--- config.mk ---
export PLATFORM = sky130hd
export DESIGN_NAME = branch_resolve
export DESIGN_NICKNAME = d
export VERILOG_FILES = /design/src/rtl/branch_resolve_pkg.sv /design/src/rtl/branch_resolve_comp.sv /design/src/rtl/branch_resolve.sv
export SDC_FILE = /design/constraint.sdc
export NUM_CORES = 1
export LEC_CHECK = 0
export ABC_CLOCK_PERIOD_IN_PS = 3200
export CAP_MARGIN = 15
export CORE_ASPECT_RATIO = 0.8
export CORE_MARGIN = 4
export CORE_UTILIZATION = 45
export CTS_CLUSTER_DIAMETER = 100
export DETAILED_ROUTE_END_ITERATION = 8
export HOLD_SLACK_MARGIN = 0.06
export PLACE_DENSITY = 0.79
export SYNTH_ARGS = -nofsm -noshare
export SYNTH_HDL_FRONTEND = slang
export SYNTH_SLANG_ARGS = --single-unit
--- constraint.sdc ---
create_clock -name clk -period 3.2 [get_ports clk]
set_input_delay 0.96 -clock clk [delete_from_list [all_inputs] [get_ports clk]]
set_output_delay 0.96 -clock clk [all_outputs]
set_load 0.1 [all_outputs]
--- src/rtl/branch_resolve_pkg.sv ---
// Shared encodings for the execute-stage branch resolution slice:
// comparator ops, control-flow kinds and the resolve FSM states.
package branch_resolve_pkg;

  // Comparator operation codes. Codes 3'b110 and 3'b111 are unused and
  // always compare false.
  localparam logic [2:0] BC_BEQ  = 3'd0;
  localparam logic [2:0] BC_BNE  = 3'd1;
  localparam logic [2:0] BC_BLT  = 3'd2;
  localparam logic [2:0] BC_BGE  = 3'd3;
  localparam logic [2:0] BC_BLTU = 3'd4;
  localparam logic [2:0] BC_BGEU = 3'd5;

  // Control-flow kind of the instruction presented by execute.
  localparam logic [1:0] KIND_NONE   = 2'd0;
  localparam logic [1:0] KIND_BRANCH = 2'd1;
  localparam logic [1:0] KIND_JAL    = 2'd2;
  localparam logic [1:0] KIND_JALR   = 2'd3;

  // Resolve FSM states.
  typedef enum logic [1:0] {
    ST_IDLE     = 2'd0,
    ST_REDIRECT = 2'd1,
    ST_FLUSH    = 2'd2
  } state_e;

  // Jumps write a link register; conditional branches do not.
  function automatic logic is_link(input logic [1:0] kind);
    return (kind == KIND_JAL) || (kind == KIND_JALR);
  endfunction

endpackage

--- src/rtl/branch_resolve_comp.sv ---
// Branch comparator: evaluates the branch condition on two operands.
module branch_comp
  import branch_resolve_pkg::*;
(
  input  logic [31:0] data_in1,
  input  logic [31:0] data_in2,
  input  logic [2:0]  bc_op,
  output logic        out
);

  // Select the comparison; unused op codes never report taken.
  always_comb begin
    out = 1'b0;
    case (bc_op)
      BC_BEQ:  out = (data_in1 == data_in2);
      BC_BNE:  out = (data_in1 != data_in2);
      BC_BLT:  out = ($signed(data_in1) <  $signed(data_in2));
      BC_BGE:  out = ($signed(data_in1) >= $signed(data_in2));
      BC_BLTU: out = (data_in1 <  data_in2);
      BC_BGEU: out = (data_in1 >= data_in2);
      default: out = 1'b0;
    endcase
  end

endmodule

--- src/rtl/branch_resolve.sv ---
// Execute-stage branch resolution: decides taken/not-taken, computes the
// target, redirects fetch (which always predicts not-taken), then holds a
// flush of younger instructions for FLUSH_CYCLES cycles.
//
// Handshakes: a transfer happens on a rising clk edge where valid and ready
// are both high. ex_valid/ex_ready: upstream holds its instruction while
// ex_ready is low. redirect_valid/redirect_ready: once raised, redirect_valid
// and redirect_pc stay constant until the transfer; redirect_ready while
// redirect_valid is low has no effect.
module branch_resolve
  import branch_resolve_pkg::*;
#(
  parameter int FLUSH_CYCLES = 2,
  parameter int CNT_W        = 32
) (
  input  logic             clk,
  input  logic             rst_n,
  input  logic             ex_valid,
  output logic             ex_ready,
  input  logic [1:0]       ex_kind,
  input  logic [2:0]       ex_bc_op,
  input  logic [31:0]      ex_rs1,
  input  logic [31:0]      ex_rs2,
  input  logic [31:0]      ex_pc,
  input  logic [31:0]      ex_imm,
  output logic             redirect_valid,
  output logic [31:0]      redirect_pc,
  input  logic             redirect_ready,
  output logic             flush,
  output logic             link_valid,
  output logic [31:0]      link_data,
  output logic             misalign_exc,
  output logic [31:0]      misalign_addr,
  output logic [CNT_W-1:0] taken_count,
  output logic [1:0]       state_dbg
);

  localparam int FC_W = (FLUSH_CYCLES < 2) ? 1 : $clog2(FLUSH_CYCLES + 1);

  state_e            state;
  logic [FC_W-1:0]   flush_cnt;
  logic              cmp_out;
  logic              taken;
  logic [31:0]       target;
  logic [31:0]       jalr_sum;

  branch_comp u_comp (
    .data_in1 (ex_rs1),
    .data_in2 (ex_rs2),
    .bc_op    (ex_bc_op),
    .out      (cmp_out)
  );

  assign ex_ready  = (state == ST_IDLE);
  assign state_dbg = state;
  assign jalr_sum  = ex_rs1 + ex_imm;

  // Taken decision and target address of the presented instruction.
  always_comb begin
    taken  = 1'b0;
    target = ex_pc + ex_imm;
    case (ex_kind)
      KIND_BRANCH: taken = cmp_out;
      KIND_JAL:    taken = 1'b1;
      KIND_JALR: begin
        taken  = 1'b1;
        target = {jalr_sum[31:1], 1'b0};
      end
      default:     taken = 1'b0;
    endcase
  end

  // Resolve FSM with registered redirect, flush, link and exception outputs.
  always_ff @(posedge clk) begin
    if (!rst_n) begin
      state          <= ST_IDLE;
      flush_cnt      <= '0;
      redirect_valid <= 1'b0;
      redirect_pc    <= '0;
      flush          <= 1'b0;
      link_valid     <= 1'b0;
      link_data      <= '0;
      misalign_exc   <= 1'b0;
      misalign_addr  <= '0;
      taken_count    <= '0;
    end else begin
      link_valid   <= 1'b0;
      misalign_exc <= 1'b0;
      case (state)
        ST_IDLE: begin
          if (ex_valid && taken) begin
            if (target[1:0] != 2'b00) begin
              misalign_exc  <= 1'b1;
              misalign_addr <= target;
            end else begin
              redirect_valid <= 1'b1;
              redirect_pc    <= target;
              flush          <= 1'b1;
              state          <= ST_REDIRECT;
              if (is_link(ex_kind)) begin
                link_valid <= 1'b1;
                link_data  <= ex_pc + 32'd4;
              end
            end
          end
        end
        ST_REDIRECT: begin
          if (redirect_ready) begin
            redirect_valid <= 1'b0;
            if (taken_count != {CNT_W{1'b1}}) begin
              taken_count <= taken_count + CNT_W'(1);
            end
            if (FLUSH_CYCLES == 0) begin
              flush <= 1'b0;
              state <= ST_IDLE;
            end else begin
              flush_cnt <= FC_W'(FLUSH_CYCLES);
              state     <= ST_FLUSH;
            end
          end
        end
        ST_FLUSH: begin
          if (flush_cnt <= FC_W'(1)) begin
            flush <= 1'b0;
            state <= ST_IDLE;
          end else begin
            flush_cnt <= flush_cnt - FC_W'(1);
          end
        end
        default: begin
          flush          <= 1'b0;
          redirect_valid <= 1'b0;
          state          <= ST_IDLE;
        end
      endcase
    end
  end

endmodule

Yosys cells after proc, flatten, opt, wreduce, memory -nomap -nowiden. Index checks and enable logic that the tools add are counted.

Register bits after elaboration: 136. Latch bits: 0. Memory bits (writable): 0. Memory bits (read-only): 0. Input port bits: 137. Output and inout bits: 135. Word-level logic and storage cells: 79. Memories: 0.

$add $sub $neg: 5. Multipliers: 0. Div/mod/pow operators: 0. $lt $le $gt $ge: 5. Equality and inequality tests: 18. Shifts and indexed selects: 0. Muxes and demuxes: 18. Bitwise logic cells: 6. Reductions and logical operators: 17.

Operator list (number): $add A32 B32 Y32 (2); $ge A32 B32 Y1 (2); $lt A32 B32 Y1 (2); $add A32 B1 Y32 const B (1); $add A32 B3 Y32 const B (1); $eq A32 B32 Y1 (1); $mux W32 (1); $ne A32 B32 Y1 (1); $ne A32 B32 Y1 const B (1); $reduce_and A4 Y1 (4); $reduce_and A3 Y1 (5); $mux W2 (5); $ne A2 B2 Y1 const B (4); $eq A2 B2 Y1 const B (3); $eq A3 B2 Y1 const B (2); $eq A3 B3 Y1 const B (2); $mux W1 (6); $not A1 Y1 (6); $pmux W1 S3 (2); $pmux W1 S6 (1); $pmux W2 S3 (1); $eq A2 B1 Y1 const B (2); $pmux W2 S2 (1); $reduce_bool A2 Y1 (2); 11 further kinds (11).

Longest topological paths before layout.
Depth in word-level cells: 6. Depth in mapped cells: 14. Gate-level depth less buffers: 13.

Cells and area by module. From an unflattened synthesis, not the netlist that was laid out.

Cells, all modules: 1259. Area total of the unflattened synthesis: 9963.3 µm².

Modules (own cells, without submodules): branch_resolve (instances 1, cells each 1136, area an instance 9052.4 µm², sequential area each 2722.6 µm²); branch_comp (instances 1, cells each 123, area an instance 910.9 µm², sequential area each 0.0 µm²).

Least setup slack after synthesis. No wires, ideal clock.

Path type: flip-flop to flip-flop. Start point: reg state[0], in the netlist state_dbg[0]. End point: reg misalign_addr[10]. Library setup time: 128 ps. Arrival time: 3617 ps. Data required time: 3072 ps. Slack: -545 ps. Stages on the path, launching flop included: 8. Buffers on the path: 1. Clock period less this slack: 3745 ps. Cell sequence: dfxtp_1 > nor2_1 > nand2_1 > or2_2 > nor3_4 > buf_6 > mux2i_1 > nor2_1.

Word-level cells in the longest chain between the ends: 2.

RTL lines: from (decl) (RTL line branch_resolve.sv:40) `state_e state;`; from (signal assigned) (RTL line branch_resolve.sv:76) `state <= ST_IDLE;`; from (signal assigned) (RTL line branch_resolve.sv:99) `state <= ST_REDIRECT;`; from (signal assigned) (RTL line branch_resolve.sv:115) `state <= ST_IDLE;`; $logic_not A2 Y1; named net ex_ready (RTL line branch_resolve.sv:19) `output logic ex_ready,`; $reduce_and A3 Y1 (no source line); to (signal assigned) (RTL line branch_resolve.sv:94) `misalign_addr <= target;`; to (decl) (RTL line branch_resolve.sv:33) `output logic [31:0] misalign_addr,`.

The timed path passes the listed nets, and every way through them passes these cells. A chain may end at the register's enable or synchronous reset.

Final worst setup path.
Start point: in ex_rs1[29]. End point: reg redirect_pc[20].

Word-level cells in the longest chain between the ends: 5. Elaborated cells between the ends (all ways): 10. Classes of those cells: 4 x order compare; 2 x eq/ne; 2 x mux; 2 x reduce/logical.

RTL lines: from (decl) (RTL line branch_resolve.sv:22) `input logic [31:0] ex_rs1,`; $ge A32 B32 Y1 (tied with other cells) (RTL line branch_resolve_comp.sv:20) `BC_BGEU: out = (data_in1 >= data_in2);`; $pmux W1 S6 * (RTL line branch_resolve_comp.sv:14) `case (bc_op)`; $pmux W1 S2 * (RTL line branch_resolve.sv:62) `case (ex_kind)`; $logic_and A1 B1 Y1 * (RTL line branch_resolve.sv:91) `if (ex_valid && taken) begin`; $reduce_and A3 Y1 (no source line) *; to (signal assigned) (RTL line branch_resolve.sv:97) `redirect_pc <= target;`; to (decl) (RTL line branch_resolve.sv:27) `output logic [31:0] redirect_pc,`.

Mark *: on every way between the ends. The rest lies on a longest branch, timed or not.

==> impl_results.html <==
<table>
<tr><th>Metric</th><th>Value</th></tr>
<tr><th colspan="2">Setup path</th></tr>
<tr><td>Crit Reg-Reg Startpoint</td><td>taken_count[15]</td></tr>
<tr><td>Slowest-stage cell, CP</td><td>sky130_fd_sc_hd__ha_4</td></tr>
<tr><td>Arr. time, crit path</td><td>3.65 ns</td></tr>
<tr><td>Ordered cell list for the critical path</td><td>buf_6 &gt; ha_4 &gt; nand4_1 &gt; buf_4 &gt; nor4_4 &gt; buf_4 &gt; nand3_4 &gt; xnor2_2 &gt; o31a_2 &gt; a31oi_4 &gt; buf_12 &gt; nor4b_4 &gt; buf_6 &gt; buf_6 &gt; mux2i_1 &gt; nor2_1</td></tr>
<tr><td>Family of cells with the greatest summed delay on the critical path</td><td>buffers and inverters</td></tr>
<tr><td>CP Depth</td><td>16</td></tr>
<tr><td>Reg2Reg Capture Point</td><td>taken_count[16]</td></tr>
<tr><td>Buffer and inverter count on the worst path</td><td>6</td></tr>
<tr><td>Kind of capture point of the worst setup path</td><td>flop</td></tr>
<tr><td>Max stage delay on crit path</td><td>0.26 ns</td></tr>
<tr><td>Startpoint types</td><td>primary input</td></tr>
<tr><td>Reg2Reg Depth</td><td>9</td></tr>
<tr><td>Required arrival time at the worst endpoint</td><td>3.48 ns</td></tr>
<tr><td>Worst Path Max Fanout</td><td>5</td></tr>
<tr><td>Cell seen most often among critical-path stages</td><td>sky130_fd_sc_hd__buf_6</td></tr>
<tr><td>Critical path start-end classification</td><td>in -&gt; reg</td></tr>
<tr><td>Flop-to-flop setup slack</td><td>0.56 ns</td></tr>
<tr><th colspan="2">STA</th></tr>
<tr><td>Number of hold violations in the final report</td><td>0</td></tr>
<tr><td>F_max</td><td>296.7 MHz</td></tr>
<tr><td>Clock period minus final worst setup slack</td><td>3.371 ns</td></tr>
<tr><td>Post-Route Skew</td><td>0.009719 ns</td></tr>
<tr><td>Part of the cycle the worst path needs</td><td>1.053</td></tr>
<tr><td>Slew Limit Fails</td><td>0</td></tr>
<tr><td>Min setup slack post-route</td><td>-0.1707 ns</td></tr>
<tr><td>Unrepaired setup endpoints after global routing</td><td>true</td></tr>
<tr><td>Hold slack</td><td>0.4874 ns</td></tr>
<tr><td>Worst Tran Pin Value</td><td>0.6756 ns</td></tr>
<tr><td>Max transition margin</td><td>0.5437</td></tr>
<tr><td>Number of failing setup endpoints in the final timing report</td><td>64</td></tr>
<tr><th colspan="2">Clock tree</th></tr>
<tr><td>Quantity of hold-fixing buffers added after cts</td><td>0</td></tr>
<tr><td>Clock-pin transition on the worst setup and hold timing paths</td><td>0.06 ns</td></tr>
<tr><td>CTS H-Tree Depth</td><td>4</td></tr>
<tr><td>TritonCTS Sinks</td><td>136</td></tr>
<tr><td>Worst skew pair latency</td><td>0.42 ns</td></tr>
<tr><td>TritonCTS Buffers</td><td>17</td></tr>
<tr><td>Buffer levels on the longest clock path</td><td>2</td></tr>
<tr><td>Root buffer cell</td><td>sky130_fd_sc_hd__clkbuf_16</td></tr>
<tr><td>CTS tree</td><td>yes</td></tr>
<tr><th colspan="2">Detailed routing</th></tr>
<tr><td>Total vias in the final route</td><td>11,428</td></tr>
<tr><td>First-pass detailed-route iteration total</td><td>5</td></tr>
<tr><td>1st-iter DRT viols</td><td>912</td></tr>
<tr><td>ANT nets after route</td><td>0</td></tr>
<tr><td>DRC violations left</td><td>0</td></tr>
<tr><td>Average detailed-routed wire length per instance</td><td>19.05 um</td></tr>
<tr><td>Detailed-route wire length</td><td>38.96 mm</td></tr>
<tr><td>Via/cell ratio</td><td>5.588</td></tr>
<tr><th colspan="2">Power and ir drop</th></tr>
<tr><td>Clock network fraction of design power</td><td>0.292</td></tr>
<tr><td>Power Internal</td><td>4057 uW</td></tr>
<tr><td>Fraction of power consumed by sequential logic</td><td>0.273</td></tr>
<tr><td>Power consumption</td><td>6763 uW</td></tr>
<tr><td>Gate power share</td><td>0.435</td></tr>
<tr><td>Power dissipated by switching net loads</td><td>2706 uW</td></tr>
<tr><td>Standby leakage power</td><td>0.007106 uW</td></tr>
<tr><td>Switching fraction of total power</td><td>0.4002</td></tr>
<tr><td>Cell Pwr Density</td><td>415.0 nW/um^2</td></tr>
<tr><td>Largest voltage drop on the vdd net</td><td>0.2952 mV</td></tr>
<tr><th colspan="2">Run status</th></tr>
<tr><td>Status</td><td>finished with violations</td></tr>
<tr><td>Violated checks</td><td>negative setup slack</td></tr>
<tr><th colspan="2">Finish</th></tr>
<tr><td>Proportion of layout cells with a drive suffix above 1</td><td>0.3951</td></tr>
<tr><td>Final net count</td><td>1,991</td></tr>
<tr><td>Area grow syn2layout</td><td>65.39%</td></tr>
<tr><th colspan="2">Logic synthesis</th></tr>
<tr><td>Most used standard cell by instance count after synthesis</td><td>sky130_fd_sc_hd__nor2_1</td></tr>
<tr><td>Most area-hungry cell type in the Yosys netlist</td><td>sky130_fd_sc_hd__dfxtp_1</td></tr>
<tr><td>Commonest cells post-synth</td><td>sky130_fd_sc_hd__nor2_1, sky130_fd_sc_hd__dfxtp_1, sky130_fd_sc_hd__a21oi_1</td></tr>
<tr><td>Synth async-reset ratio</td><td>0</td></tr>
<tr><td>Synthesized netlist cell count</td><td>1,216</td></tr>
<tr><td>Most instantiated flip-flop cell in the synthesis netlist</td><td>sky130_fd_sc_hd__dfxtp_1</td></tr>
<tr><td>Number of flip-flops and latches in the synthesized netlist</td><td>136</td></tr>
<tr><td>Number of synthesized flops with an enable pin</td><td>0</td></tr>
<tr><td>Sequential cell area fraction in the yosys report</td><td>0.2763</td></tr>
<tr><td>Synth Net Count</td><td>1,451</td></tr>
<tr><td>Count of synthesis-stage warnings from yosys</td><td>0</td></tr>
<tr><td>Synthesized area divided by synthesized cell count</td><td>8.104 um^2</td></tr>
<tr><td>Number of library cell types mapped by synthesis</td><td>72</td></tr>
<tr><td>Netlist area before placement</td><td>9854 um^2</td></tr>
<tr><td>Proportion of netlist area held by the largest area contributor</td><td>0.2763</td></tr>
<tr><td>Top area cells in the synthesized netlist</td><td>sky130_fd_sc_hd__dfxtp_1, sky130_fd_sc_hd__ha_1, sky130_fd_sc_hd__nor2_1</td></tr>
<tr><th colspan="2">Floorplanning</th></tr>
<tr><td>Total Die Area</td><td>24,350 um^2</td></tr>
<tr><td>Number of placed I/O pins</td><td>272</td></tr>
<tr><td>Die height</td><td>140.4 um</td></tr>
<tr><td>Placeable core region</td><td>21,560 um^2</td></tr>
<tr><td>Die width</td><td>173.5 um</td></tr>
<tr><td>Initial Util</td><td>0.4571</td></tr>
<tr><td>Placement row count</td><td>48</td></tr>
<tr><th colspan="2">Min path</th></tr>
<tr><td>Beginning of the worst hold path</td><td>misalign_addr[23]</td></tr>
<tr><td>Worst hold path cell count</td><td>2</td></tr>
<tr><td>Type of the tightest min-delay check</td><td>reg -&gt; reg</td></tr>
<tr><td>End point of the worst hold path</td><td>misalign_addr[23]</td></tr>
<tr><th colspan="2">Global routing</th></tr>
<tr><td>Gr usage total</td><td>0.3036</td></tr>
<tr><td>Pin count of the biggest net entering global routing</td><td>74</td></tr>
<tr><td>Initial antenna violation count</td><td>0</td></tr>
<tr><td>Vias in the first global route</td><td>11,481</td></tr>
<tr><td>Remaining global-route overflow</td><td>0</td></tr>
<tr><td>Global-route wire length before repair</td><td>60.09 mm</td></tr>
<tr><th colspan="2">Place</th></tr>
<tr><td>HPWL Detailed</td><td>28.28 mm</td></tr>
<tr><td>GP Congestion</td><td>0.9338</td></tr>
<tr><td>Number of I/O port buffers</td><td>271</td></tr>
<tr><th colspan="2">Run</th></tr>
<tr><td>Max-cap violations</td><td>0</td></tr>
</table>
layer usage:
metal  GRT usage  part of all wire
met1      0.3807              0.42
met3     0.06908             0.073
met4      0.1251             0.039
met5           0                 0
met2      0.5061              0.47
sequential cells by signal, indices dropped and copies added (netlist names):
signal and cells:
link_valid 1, redirect_pc 32, taken_count 32, flush 1
link_data 32, flush_cnt 2, redirect_valid 1, misalign_addr 32
state_dbg 2, misalign_exc 1
worst max path at each step:
stage,startpoint,endpoint,slack [ns]
after global placement,ex_rs1[1],misalign_addr[30],-1.07
after detailed placement,ex_rs2[30],redirect_pc[11],-1.12
after global routing,ex_rs2[30],redirect_pc[18],-0.22
final,ex_rs1[29],redirect_pc[20],-0.17
after floorplan,ex_pc[0],misalign_addr[30],-0.03
after CTS,ex_rs1[31],redirect_pc[15],-0.13
power by group through the flow:
stage	registers (uW)	clock network [uW]	logic, uW
2_1_floorplan	2510	0	963
3_5_place_dp	1880	0	2610
3_3_place_gp	1880	0	2580
5_1_grt	1860	2070	3100
6_report	1850	1980	2940
4_1_cts	1840	1980	2810
placed cells by master, fill, tap and decap left out, types with 14 or more instances in the layout:
cell / n
sky130_fd_sc_hd__nand3_1: 38
sky130_fd_sc_hd__inv_2: 27
sky130_fd_sc_hd__a21o_1: 22
sky130_fd_sc_hd__buf_2: 20
sky130_fd_sc_hd__nand4_1: 22
sky130_fd_sc_hd__and3_1: 16
sky130_fd_sc_hd__nor2_1: 150
sky130_fd_sc_hd__xor2_1: 61
sky130_fd_sc_hd__o21ai_0: 40
sky130_fd_sc_hd__dlygate4sd2_1: 54
sky130_fd_sc_hd__mux2i_1: 51
sky130_fd_sc_hd__dfxtp_1: 135
sky130_fd_sc_hd__xnor2_1: 45
sky130_fd_sc_hd__nand2_1: 83
sky130_fd_sc_hd__inv_1: 25
sky130_fd_sc_hd__ha_4: 51
sky130_fd_sc_hd__clkbuf_16: 17
sky130_fd_sc_hd__nand2b_1: 14
sky130_fd_sc_hd__a211oi_1: 33
sky130_fd_sc_hd__clkdlybuf4s50_1: 36
sky130_fd_sc_hd__ha_1: 42
sky130_fd_sc_hd__a21oi_2: 18
sky130_fd_sc_hd__a21oi_1: 84
sky130_fd_sc_hd__buf_4: 410
worst min-delay path: stages (launching register included):
cell and delay (ns):
sky130_fd_sc_hd__dfxtp_1 0.32, sky130_fd_sc_hd__nand3_2 0.07, sky130_fd_sc_hd__o21ai_1 0.05
cell families after synthesis:
logic type               Yosys count  share of synthesized area
XOR/XNOR                         107                    0.09510
flip-flops                       136                     0.2763
multiplexers                      53                    0.05383
buffers and inverters             94                    0.04050
AO/OA/AOI/OAI                    310                     0.2026
adder cells (fa/ha/maj)           98                     0.1260
AND/OR/NAND/NOR                  418                     0.2057
repair_timing:
item,in CTS,in global routing
setup buffers,29,8
pin swaps,104,38
gates cloned,2,0
gates resized for setup,364,65
endpoints found under the setup margin,71,68
cell type report:
cell class	count	area, um^2
clock inverter	14	138.9
sequential	136	2724
inverter	55	217.7
multi-input combinational	986	7920
timing repair buffer	560	4522
tap	275	344.1
clock buffer	18	429.2
antenna	1	2.502
fill	1538	5263
stage by stage:
step / cell area [um^2] / setup WS (ns) / std cells / util / setup TNS (ns)
3_5_place_dp: 14470 / -1.118 / 1975 / 0.6712 / -80.69
3_3_place_gp: 14470 / -1.069 / 1975 / 0.6712 / -75.50
5_1_grt: 16300 / -0.2203 / 2044 / 0.7558 / -9.996
6_report: 16300 / -0.1707 / 2045 / 0.7559 / -6.076
4_1_cts: 16030 / -0.1258 / 2036 / 0.7435 / -2.586
2_1_floorplan: 9973 / -0.02519 / 1216 / - / -0.02519
(Power assumes the default switching activity.)
